## src/rtl/stream_rr_arbiter.sv

```systemverilog
// Round-robin arbiter merging NREQ valid/ready streams into one registered, source-tagged output.
// Optional per-requester accepted-beat counters: define STREAM_RR_ARB_STATS_EN.
module stream_rr_arbiter #(
  parameter int DW   = 32,
  parameter int NREQ = 4,
  localparam int IW  = $clog2(NREQ)
) (
  input  logic               clk,
  input  logic               rst,
  input  logic [NREQ-1:0]    up_valid,
  input  logic [NREQ*DW-1:0] up_data,
  output logic [NREQ-1:0]    up_ready,
  output logic               down_valid,
  output logic [DW-1:0]      down_data,
  output logic [IW-1:0]      down_src,
  input  logic               down_ready
`ifdef STREAM_RR_ARB_STATS_EN
  ,
  output logic [NREQ*16-1:0] grant_cnt
`endif
);

  typedef enum logic {
    EMPTY = 1'b0,
    FULL  = 1'b1
  } state_t;

  state_t        state, state_nxt;
  logic [IW-1:0] ptr, ptr_nxt;
  logic [DW-1:0] data_nxt;
  logic [IW-1:0] src_nxt;
  logic          load_en;
  logic          found;
  logic [IW-1:0] grant;
  logic [IW-1:0] idx;

  assign down_valid = (state == FULL);
  assign load_en    = (state == EMPTY) || down_ready;

  // First valid requester at or after ptr, wrapping modulo NREQ.
  always_comb begin : arbitrate
    // NOTE: every always_comb output gets a default first so no path leaves it unassigned (no latch).
    found = 1'b0;
    grant = '0;
    idx   = '0;
    for (int k = 0; k < NREQ; k++) begin
      idx = IW'((int'(ptr) + k) % NREQ);
      if (!found && up_valid[idx]) begin
        found = 1'b1;
        grant = idx;
      end
    end
  end

  // Acceptance is gated by rst so nothing handshakes while the output stage is held in reset.
  always_comb begin : ready_decode
    up_ready = '0;
    if (!rst && load_en && found) up_ready[grant] = 1'b1;
  end

  always_comb begin : next_state
    state_nxt = state;
    ptr_nxt   = ptr;
    data_nxt  = down_data;
    src_nxt   = down_src;
    if (load_en) begin
      if (found) begin
        state_nxt = FULL;
        data_nxt  = up_data[int'(grant)*DW +: DW];
        src_nxt   = grant;
        ptr_nxt   = (int'(grant) == NREQ-1) ? '0 : grant + 1'b1;
      end else begin
        state_nxt = EMPTY;
      end
    end
  end

  always_ff @(posedge clk or posedge rst) begin
    if (rst) begin
      state     <= EMPTY;
      ptr       <= '0;
      down_data <= '0;
      down_src  <= '0;
    end else begin
      // NOTE: non-blocking assignments so every flop samples pre-edge values regardless of statement order.
      state     <= state_nxt;
      ptr       <= ptr_nxt;
      down_data <= data_nxt;
      down_src  <= src_nxt;
    end
  end

`ifdef STREAM_RR_ARB_STATS_EN
  logic        hs;
  logic [15:0] cnt [NREQ];

  assign hs = load_en && found;

  always_ff @(posedge clk or posedge rst) begin
    if (rst) begin
      // NOTE: this counter array is architectural state that must read zero after reset, so it is reset
      // element by element; plain data-storage arrays would normally be left unreset.
      for (int i = 0; i < NREQ; i++) cnt[i] <= '0;
    end else if (hs) begin
      cnt[grant] <= cnt[grant] + 16'd1;
    end
  end

  for (genvar gi = 0; gi < NREQ; gi++) begin : g_cnt_out
    assign grant_cnt[gi*16 +: 16] = cnt[gi];
  end
`endif

endmodule
```

## config.mk

```make
export PLATFORM = sky130hd
export DESIGN_NAME = stream_rr_arbiter
export DESIGN_NICKNAME = d
export VERILOG_FILES = /design/src/rtl/stream_rr_arbiter.sv
export SDC_FILE = /design/constraint.sdc
export NUM_CORES = 1
export LEC_CHECK = 0
export ABC_AREA = 1
export BUFFER_PORTS_ARGS = -buffer_cell sky130_fd_sc_hd__buf_2
export CAP_MARGIN = 30
export CORE_MARGIN = 4
export CORE_UTILIZATION = 46
export CTS_BUF_LIST = sky130_fd_sc_hd__clkbuf_4 sky130_fd_sc_hd__clkbuf_8
export CTS_CLUSTER_DIAMETER = 40
export DETAILED_ROUTE_END_ITERATION = 10
export GPL_ROUTABILITY_DRIVEN = 0
export GPL_TIMING_DRIVEN = 1
export PLACE_DENSITY = 0.83
export SYNTH_ARGS = -nofsm -noshare
export SYNTH_HDL_FRONTEND = slang
export SYNTH_SLANG_ARGS = --single-unit
```

## constraint.sdc

```tcl
create_clock -name clk -period 2.4 [get_ports clk]
set_clock_uncertainty 0.15 [all_clocks]
set_input_delay 0.48 -clock clk [delete_from_list [all_inputs] [get_ports clk]]
set_output_delay 0.48 -clock clk [all_outputs]
set_load 0.1 [all_outputs]
```

==> results.ini <==
[run_status]
status = finished, violations left
violations = negative setup slack

[floorplan]
initial_core_util = 0.475
fp-row-count = 29
core_area_um2 = 6390
boundaryPins = 174
fp.dieW_um = 89.2
dieHeight_um = 89.2
dieArea_um2 = 7950

[grt]
grt_pass1_wl_um = 15500
global_route.usage.total = 0.241
grt_pass1_vias = 3620
grt_max_degree = 65
grt.overflow.total = 0
antenna_found_initial = 0

[sta]
post-route-min-period_ps = 2690
rsz0062_at_grt = true
fmax_mhz = 372
worst_slack_ps = -290
fin_crit_sh = 1.12
worstMarginPinSlew_ps = 627
slew_headroom = 0.582
drv_slew = 0
finalSetupTns_ps = -1130
finalHoldViolCount = 0
setup_violations = 5

[yosys]
syn-num-nets = 621
post-synth-top-count-cell = nand2_1
syn_inst = 484
synth-warning-count = 0
ys_types = 21
synth-edff-count = 0
synth_top_area_cell = dfrtp_1
syn_area_um2 = 3030
synth_top_area_share = 0.306
synth-seq-area-share = 0.306
synthArstFlopShare = 1.00
synth-seq-cells = 37
synth_common_cells = 233 x nand2_1, 71 x nand3_1, 64 x nand4_1
postSynthAreaPerCell_um2 = 6.26
synth_area_leaders = dfrtp_1 31%, nand2_1 29%, nand4_1 13%, nand3_1 12%, buf_2 4.6%
ys.flop_type = dfrtp_1

[routing]
wl_per_cell_um = 13.7
dr.pass1.iters = 5
drt-initial-drc-count = 185
drc_errors = 0
via_per_inst = 5.41
ant_nets = 0
vias = 3930
wl_um = 9950

[placed_design]
portBuffers = 173
hpwl_um = 7290

[finish]
seqCellArea_um2 = 928
multi_input_area_um2 = 1880
drive_gt1_frac = 0.375
synthToLayoutAreaGrowth_pct = 39.4
fill_cells = 597
layout.nets = 786
n_antenna_cell = 0

[setup_path]
r2r-end = down_data[7]
path_cells = buf_12 -> inv_8 -> nand2_1 -> nand2_2 -> nand2_1 -> nand2_1 -> nand2_2 -> nand2_1 -> nand2_2 -> nand3_4 -> inv_2 -> buf_4 -> nor3_4 -> buf_12
worst-setup-path-type = reg2out
crit_fanout = 10
slowest_stage = dfrtp_1
endpoint = up_ready[0]
crit_path_frequent_cell = nand2_1
crit_start = ptr[0]
reg2reg_slack_ps = 0
timing.rr.start = ptr[0]
cp.required_ps = 1770
r2r_cells = 16
critPathLaunchType = flip-flop
endpoint_kind = output pin
cp_data_arrival_time_ps = 2060
cpPeakStageDelay_ps = 400

[clock_network]
worstSkewPairLatency_ps = 280
max-clock-path-buffers = 2
cts_hold_buf = 0
numCtsBuffers = 5
h-tree-depth = 2
cts.sinks = 37
ctsRootBufferMaster = clkbuf_8
clk_pin_slew_ps = 70
cts_tree = built

[flow_run]
cap_viol_max_count = 0

[min_path]
min_path_type = in2async

## placed cells by master, fill, tap and decap left out, drive strengths merged
cell and n:
nand2 236, buf 200, nand3 74, nand4 64
dfrtp 37, inv 17, clkbuf 8, nor2 5
o21ai 3, nor3 2, ha 2, a31oi 1
clkinvlp 1
## cell families (layout without fill, tap and decap cells)
kind of cell / Yosys count / count (layout) / synth area share
buffers and inverters: 60 / 226 / 0.111
flip-flops: 37 / 37 / 0.306
AO/OA/AOI/OAI: 4 / 4 / 0.00702
AND/OR/NAND/NOR: 381 / 381 / 0.568
adder cells (fa/ha/maj): 2 / 2 / 0.00826
## state kept, by name, summed over array words and instances, names as in the netlist
| name | flops |
|---|---|
| down_data | 32 |
| down_src | 2 |
| ptr | 2 |
| down_valid | 1 |
## timing repair
action	4_1_cts	5_1_grt
endpoints found under the setup margin	8	36
hold endpoints to repair	0	0
resized for setup	15	4
buffers inserted	5	1
pin swaps	2	3
## worst max-delay path, delay by kind of cell, from the launching register on
family        cells  cell delay (ps)
simple gates      9              770
buf+inv           5              600
flops             1              400
## cell type report
class                           count  share of cell area
Inverter                           18              0.0187
Multi-Input combinational cell    387               0.445
Clock buffer                        8              0.0216
Tap cell                           77              0.0228
Timing Repair Buffer              200               0.272
Sequential cell                    37               0.220
## stage by stage
| step | util | instances | worst slack, ps | cell area, µm² | hold WS [ps] |
|---|---|---|---|---|---|
| 2_1_floorplan | - | 484 | -339 | 3110 | 321 |
| 3_3_place_gp | 0.632 | 713 | -38.1 | 4030 | 312 |
| 3_5_place_dp | 0.632 | 713 | -110 | 4030 | 328 |
| 4_1_cts | 0.658 | 726 | -287 | 4200 | 278 |
| 5_1_grt | 0.661 | 727 | -413 | 4220 | 312 |
| 6_report | 0.661 | 727 | -290 | 4220 | 258 |
## how the worst min path moves through the flow
stage                     to  slack, ps
6_report         down_src[1]        260
5_1_grt          down_src[1]        310
4_1_cts        down_data[31]        280
3_5_place_dp    down_data[4]        330
3_3_place_gp     down_src[1]        310
2_1_floorplan   down_data[0]        320
## metal layers
layer  track usage  up-vias  wire, µm
met4        0.0771        0       165
li1              -     1941         -
met3        0.0341       16       777
met1         0.284     1792      3850
met5             0        -         0
met2         0.449      181      5160
Power is left out: the tool's default activity adds up to more than one toggle a clock period on the data nets, which glitch-free logic cannot reach.
